[config.mk]
export PLATFORM = sky130hd
export DESIGN_NAME = worker_rr_dispatch
export DESIGN_NICKNAME = d
export VERILOG_FILES = /design/src/rtl/worker_rr_dispatch.sv
export SDC_FILE = /design/constraint.sdc
export NUM_CORES = 1
export LEC_CHECK = 0
export ABC_AREA = 1
export CAP_MARGIN = 20
export CORE_MARGIN = 2
export CORE_UTILIZATION = 47
export CTS_BUF_LIST = sky130_fd_sc_hd__clkbuf_16
export CTS_CLUSTER_SIZE = 20
export DETAILED_ROUTE_END_ITERATION = 8
export PLACE_DENSITY_LB_ADDON = 0.25
export SYNTH_ARGS = -nofsm -noshare
export SYNTH_HDL_FRONTEND = slang
export SYNTH_SLANG_ARGS = --single-unit
export TNS_END_PERCENT = 5
[constraint.sdc]
create_clock -name clk -period 3.57 [get_ports clk]
set_input_delay 0.5355 -clock clk [delete_from_list [all_inputs] [get_ports clk]]
set_output_delay 0.5355 -clock clk [all_outputs]
set_load 0.02 [all_outputs]
[src/rtl/worker_rr_dispatch.sv]
// Round-robin job dispatcher for the Julia worker array.
// Each accepted job is issued to one worker. The rotating one-hot mask selects the worker, either in strict rotation or by skip-busy search.
module worker_rr_dispatch #(
  parameter int unsigned NUM_WRK = 16,
  parameter int unsigned JOB_W   = 32,
  parameter int unsigned CNT_W   = 16
) (
  input  logic                       clk,
  input  logic                       rst,
  input  logic                       skip_busy,
  input  logic                       job_valid,
  input  logic [JOB_W-1:0]           job_data,
  output logic                       job_ready,
  input  logic [NUM_WRK-1:0]         wrk_idle,
  output logic [NUM_WRK-1:0]         wrk_start,
  output logic [JOB_W-1:0]           wrk_job,
  output logic [$clog2(NUM_WRK)-1:0] grant_idx,
  output logic [NUM_WRK-1:0]         mask,
  input  logic                       count_clr,
  output logic [CNT_W-1:0]           dispatch_count,
  output logic                       all_idle
);

  localparam int unsigned IDX_W = $clog2(NUM_WRK);

  logic [NUM_WRK-1:0] r_mask;
  logic [NUM_WRK-1:0] r_wrk_start;
  logic [JOB_W-1:0]   r_wrk_job;
  logic [IDX_W-1:0]   r_grant_idx;
  logic [CNT_W-1:0]   r_count;
  logic               r_all_idle;

  logic [NUM_WRK-1:0] w_elig;
  logic [IDX_W-1:0]   w_ptr;
  logic               w_cand_vld;
  logic [IDX_W-1:0]   w_cand_idx;
  logic [NUM_WRK-1:0] w_cand_oh;
  logic [NUM_WRK-1:0] w_mask_nxt;
  int unsigned        w_pos;
  logic               w_fire;

  // A worker pulsed last cycle may still show idle; exclude it from selection.
  assign w_elig = wrk_idle & ~r_wrk_start;

  always_comb begin
    w_ptr = '0;
    for (int i = 0; i < NUM_WRK; i++) begin
      if (r_mask[i]) w_ptr = w_ptr | IDX_W'(i);
    end
  end

  // Candidate selection. In skip-busy mode, search upward from the pointer and wrap to worker 0.
  always_comb begin
    w_cand_vld = 1'b0;
    w_cand_idx = '0;
    w_pos      = 0;
    if (!skip_busy) begin
      w_cand_vld = w_elig[w_ptr];
      w_cand_idx = w_ptr;
    end else begin
      for (int unsigned k = 0; k < NUM_WRK; k++) begin
        w_pos = 32'(w_ptr) + k;
        if (w_pos >= NUM_WRK) w_pos = w_pos - NUM_WRK;
        if (!w_cand_vld && w_elig[IDX_W'(w_pos)]) begin
          w_cand_vld = 1'b1;
          w_cand_idx = IDX_W'(w_pos);
        end
      end
    end
  end

  assign w_cand_oh  = w_cand_vld ? (NUM_WRK'(1) << w_cand_idx) : '0;
  assign w_mask_nxt = {w_cand_oh[NUM_WRK-2:0], w_cand_oh[NUM_WRK-1]};
  assign job_ready  = w_cand_vld & ~rst;
  assign w_fire     = job_valid & job_ready;

  always_ff @(posedge clk or posedge rst) begin
    if (rst) begin
      r_mask      <= NUM_WRK'(1);
      r_wrk_start <= '0;
      r_wrk_job   <= '0;
      r_grant_idx <= '0;
      r_count     <= '0;
      r_all_idle  <= 1'b0;
    end else begin
      r_all_idle <= (&wrk_idle) & ~(|r_wrk_start);
      if (w_fire) begin
        r_wrk_start <= w_cand_oh;
        r_wrk_job   <= job_data;
        r_grant_idx <= w_cand_idx;
        r_mask      <= w_mask_nxt;
      end else begin
        r_wrk_start <= '0;
      end
      if (count_clr)   r_count <= '0;
      else if (w_fire) r_count <= r_count + CNT_W'(1);
    end
  end

  assign wrk_start      = r_wrk_start;
  assign wrk_job        = r_wrk_job;
  assign grant_idx      = r_grant_idx;
  assign mask           = r_mask;
  assign dispatch_count = r_count;
  assign all_idle       = r_all_idle;

endmodule

* Yosys cells after proc, flatten, opt, wreduce, memory -nomap -nowiden
Cells that the tools add are included.
Cells by class: order comparisons 33, shift operators 1, bitwise gates (word level) 7, $add $sub $neg 32, reductions and logical operators 33, mux-type cells 134
Operator list (count):
- 4-bit two-way mux | 57
- 4-bit by 5-bit less-than comparator with 1-bit output (second input constant) | 17
- 5-bit >= comparator (second input constant) | 15
- 1-bit binary-select mux with 4-bit select | 17
- 16-bit two-way mux | 4
- 4-bit by 1-bit subtractor with 4-bit output (second input constant) | 16
- 1-bit two-way mux | 50
- 4-bit by 4-bit adder with 5-bit output (second input constant) | 8
- 4-bit by 3-bit adder with 5-bit output (second input constant) | 4
- 16-bit by 1-bit adder with 16-bit output (second input constant) | 1
- 16-bit bitwise AND | 1
- 16-bit inverter | 1
- 16-bit AND reduction | 1
- 16-bit OR reduction | 1
- 1-bit by 4-bit left shift with 16-bit output (first input constant) | 1
- 1-bit logical AND | 15
- 1-bit logical NOT | 15
- 3-bit two-way mux | 4
- 4-bit by 2-bit adder with 5-bit output (second input constant) | 2
- 4-bit by 1-bit adder with 5-bit output (second input constant) | 1
- 4-bit by 5-bit >= comparator with 1-bit output (second input constant) | 1
- 2-bit two-way mux | 2
- 1-bit bitwise AND | 3
- 1-bit inverter | 2
- 2-bit nonzero test | 1
Storage, ports and cells: output and inout port bits 86, bits of input ports 53, flip-flop bits (word level) 85, logic and storage cells 246

* Depth between registers and ports, before layout
word-level depth 86, gate-level depth with buffers 36, gate-level depth less buffers 34

* Worst setup path before layout
OpenSTA, ideal clock, no wires.
kind register to output, start point register r_mask[11] (netlist: mask[11]), end point output job_ready, setup slack -0.402 ns, buffers on the path 3, arrival 3.437 ns, data required time 3.034 ns, stages on the path, launching flop included 26, cell sequence dfrtp_1 -> inv_1 -> nand2_1 -> inv_2 -> nand2_1 -> nor2_2 -> buf_2 -> ha_1 -> buf_2 -> inv_1 -> clkbuf_1 -> nand3_1 -> nand2_1 -> nand2_1 -> nand2_1 -> nand2_1 -> nand2_1 -> nand4_1 -> nor2_1 -> nand4_1 -> nor2_2 -> nand4_2 -> nor2_4 -> nand4_1 -> nand3_2 -> inv_1
On the way: word-level cells in the longest chain between the ends 73, elaborated cells between the ends (all ways) 181, classes of those cells add/sub: 31; order compare: 16; mux: 103; bitwise: 1; reduce/logical: 30
Ends and longest elaborated chain:
- start, declared | RTL line 26 | logic [NUM_WRK-1:0] r_mask;
- start signal, assigned | RTL line 91 | r_mask <= w_mask_nxt;
- 4-bit two-way mux (*) (5 in series) | RTL line 48 | if (r_mask[i]) w_ptr = w_ptr | IDX_W'(i);
- parallel branches: the longest is 66 deep, another holds 4-bit by 1-bit adder with 5-bit output
- 1-bit two-way mux (*) | RTL line 57 | if (!skip_busy) begin
- 1-bit bitwise AND (*) | RTL line 74 | assign job_ready = w_cand_vld & ~rst;
- end, declared | RTL line 13 | output logic job_ready,
Mark *: on every way between the ends. The select of a mux whose other input is x is not followed.

* Worst setup path in the final report
start point register r_mask[15] (netlist: mask[15]), end point output job_ready
On the way: word-level cells in the longest chain between the ends 69, elaborated cells between the ends (all ways) 177, classes of those cells add/sub: 31; order compare: 16; mux: 99; bitwise: 1; reduce/logical: 30
Ends and longest elaborated chain (RTL line):
- 4-bit two-way mux (*) | 48
- parallel branches: the longest is 66 deep, another holds 4-bit by 1-bit adder with 5-bit output
- 1-bit two-way mux (*) | 57
- 1-bit bitwise AND (*) | 74
Marked as above.

==> metrics.csv <==
stage,metric,value,unit
sta,Clock Skew,13.2,ps
layout,final instance area,0.00995,mm2
route,drt pass-1 iters,5,
setup_path,critical path endpoint category,output pin,
clock_tree,Sink Count,85,
floorplan,Placeable Area,0.0127,mm2
logic_synthesis,top-count cell post-synth,nand2_1,
logic_synthesis,Post-synth top cells,"nand2_1, nand3_1, inv_1",
setup_path,crit path DAT,3390,ps
sta,FMAX,0.255,GHz
clock_tree,Worst-Skew Late Latency,350,ps
clock_tree,CTS root buf,clkbuf_16,
floorplan,die height,118,um
logic_synthesis,Ys Warns,0,
run_status,status,finished with violations,
setup_path,Crit Path Category,reg -> out,
layout,fillers,901,
grt,largest net degree at the start of global routing,86,
grt,first-pass GRT wire length,34300,um
layout,ant diodes,0,
grt,vias in the first global route,7257,
clock_tree,Clock Path Buffers,2,
route,DRC violations left,0,
place,Port Buf Inserts,138,
setup_path,startpoint class of the critical path,flip-flop,
place,hpwl dp,16200,um
worst_hold_path,class of the worst hold path,reg -> reg,
sta,Final Slew Violations,0,
run_status,failing checks,negative setup slack,
logic_synthesis,proportion of synthesized chip area in sequential cells,34.7,%
layout,layout cell share with drive strength beyond 1,30.7,%
route,average via count per standard cell,5.31,
sta,worst relative slew slack,60.1,%
place,Placed Area,0.00880,mm2
floorplan,Die Area,0.0140,mm2
clock_tree,Num CTS Buffers,9,
clock_tree,clock transition at the registers of the reported paths,70,ps
logic_synthesis,Synth Instances,922,
setup_path,Crit Path Max Fanout,8,
logic_synthesis,synthesized flop and latch total,85,
layout,area delta synth->final,62.1,%
clock_tree,CTS H-tree lvls,3,
worst_hold_path,hold depth,2,
sta,Final period util,110,%
grt,initial antenna violation count,0,
logic_synthesis,main flop type after synthesis,dfrtp_1,
route,vias,7406,
sta,worst-margin pin slew,598,ps
sta,final-report setup violation count,76,
sta,"Hold Vio Cnt, Final",0,
floorplan,I/O Pins,139,
flow_run,Max Cap Viol,0,
logic_synthesis,"area leader, netlist",dfrtp_1,
route,initial DRC count,614,
place,gpl congestion,0.993,
sta,setup ws final,-359,ps
floorplan,std cell rows,41,
logic_synthesis,"Distinct cells, synth",39,
route,post-route ant nets,0,
sta,min Tclk post-route,3930,ps
floorplan,Die W,118,um
logic_synthesis,cell area after synthesis,0.00614,mm2
logic_synthesis,top cell type's share of synthesized area,34.2,%
logic_synthesis,number of enable flip-flop cells after synthesis,0,
setup_path,Worst EP required,3030,ps
grt,Congestion Overflow GR,0,
setup_path,R2R cell count,29,
route,final WL,22300,um
logic_synthesis,syn avg cell area,6.66,um2
route,WL per Instance,16.0,um
logic_synthesis,Mapped Nets,983,
floorplan,Starting Density,48.4,%
layout,NumNets Final,1279,
grt,Total Routing Usage GR,30.6,%
sta,unrepaired setup endpoints after global routing,true,
sta,setup TNS,-9700,ps
logic_synthesis,Synth async-reset ratio,100,%
logic_synthesis,Synth area leaders,"dfrtp_1, nand2_1, nand3_1",
clock_tree,CTS tree,built,
[per-stage QoR]
stage | worst slack (ps) | hold WS (ps) | cells | util (%)
after floorplan | 2.44 | 499 | 922 | -
after global placement | -434 | 453 | 1350 | 69.5
after detailed placement | -478 | 457 | 1350 | 69.5
after CTS | -206 | 472 | 1381 | 75.3
after global routing | -557 | 499 | 1395 | 78.5
final | -359 | 472 | 1395 | 78.5
[sequential cells by signal, summed over array words and instances (netlist names)]
name and count:
wrk_start 16, dispatch_count 16, grant_idx 4, all_idle 1
wrk_job 32, mask 16
[critical path, stage by stage, from the launching register on]
cell and delay (ps):
dfrtp_2 480, nand3b_1 230, nor2_4 220, ha_4 270
buf_12 160, nand2_1 100, nand3_1 90, nand3_2 110
nand2_4 70, nor2_4 80, nand4_1 140, nor2_2 150
nand4_1 140, nor2_2 160, nand4_2 140, nor2_4 130
nand4_1 100, nand3_2 100, inv_2 40, buf_6 120
[worst paths after layout]
| check | startpoint | end | slack, ps |
|---|---|---|---|
| max | mask[15]$_DFFE_PP0P_ | job_ready | -360 |
| min | wrk_job[24]$_DFFE_PP0P_ | wrk_job[24]$_DFFE_PP0P_ | 470 |
| max reg2reg | mask[15]$_DFFE_PP0P_ | mask[1]$_DFFE_PP0P_ | -260 |
| min reg2reg | wrk_job[24]$_DFFE_PP0P_ | wrk_job[24]$_DFFE_PP0P_ | 470 |
| max in group asynchronous | rst | mask[0]$_DFFE_PP1P_ | 2410 |
| min in group asynchronous | rst | wrk_job[23]$_DFFE_PP0P_ | 520 |
[final cells by class]
cell class,count,area (um2),share of cell area (%)
sequential,85,2140,21.5
timing repair inverter,1,6.26,0.0629
timing repair buffer,314,2870,28.8
clock buffer,9,225,2.26
inverter,115,457,4.59
tap,172,215,2.16
multi-input combinational,692,3970,39.9
clock inverter,7,67.6,0.679
[placed cells by master (no fill, tap or decap), drive strengths merged]
cell type	count
nand2	327
buf	177
nand3	140
clkdlybuf4s50	137
inv	117
nor2	103
dfrtp	84
o21ai	34
nand4	26
xor2	14
clkbuf	9
nor3	8
o31ai	8
a21oi	8
ha	8
clkinv	5
o21bai	4
nor4	4
a31oi	2
nand3b	2
xnor2	2
o21a	1
and2	1
bufinv	1
dfstp	1
[kinds of logic (layout without fill, tap and decap cells)]
logic type               after synthesis  after routing  synth area share [%]
adder cells (fa/ha/maj)                8              8                  1.63
XOR/XNOR                              16             16                  2.77
buffers and inverters                145            446                  10.1
AND/OR/NAND/NOR                      611            611                  45.5
flip-flops                            85             85                  34.7
AO/OA/AOI/OAI                         57             57                  5.28
[repair_timing]
action / in CTS / in global routing
buffers inserted: 13 / 16
endpoints found under the hold margin: 0 / 0
hold buffers: 0 / 0
pin swaps: 36 / 54
cloned: 2 / 0
endpoints found under the setup margin: 73 / 85
resized for setup: 80 / 72
[routing by layer]
layer	routed length (um)	global-route usage, %	vias to the layer above
li1	-	-	3539
met2	10800	52.2	329
met3	2040	10.1	80
met5	0	0	-
met4	812	11.8	0
met1	8660	35.5	3458
Power is left out: the tool's default activity adds up to more than one toggle a clock period on the data nets, which glitch-free logic cannot reach.
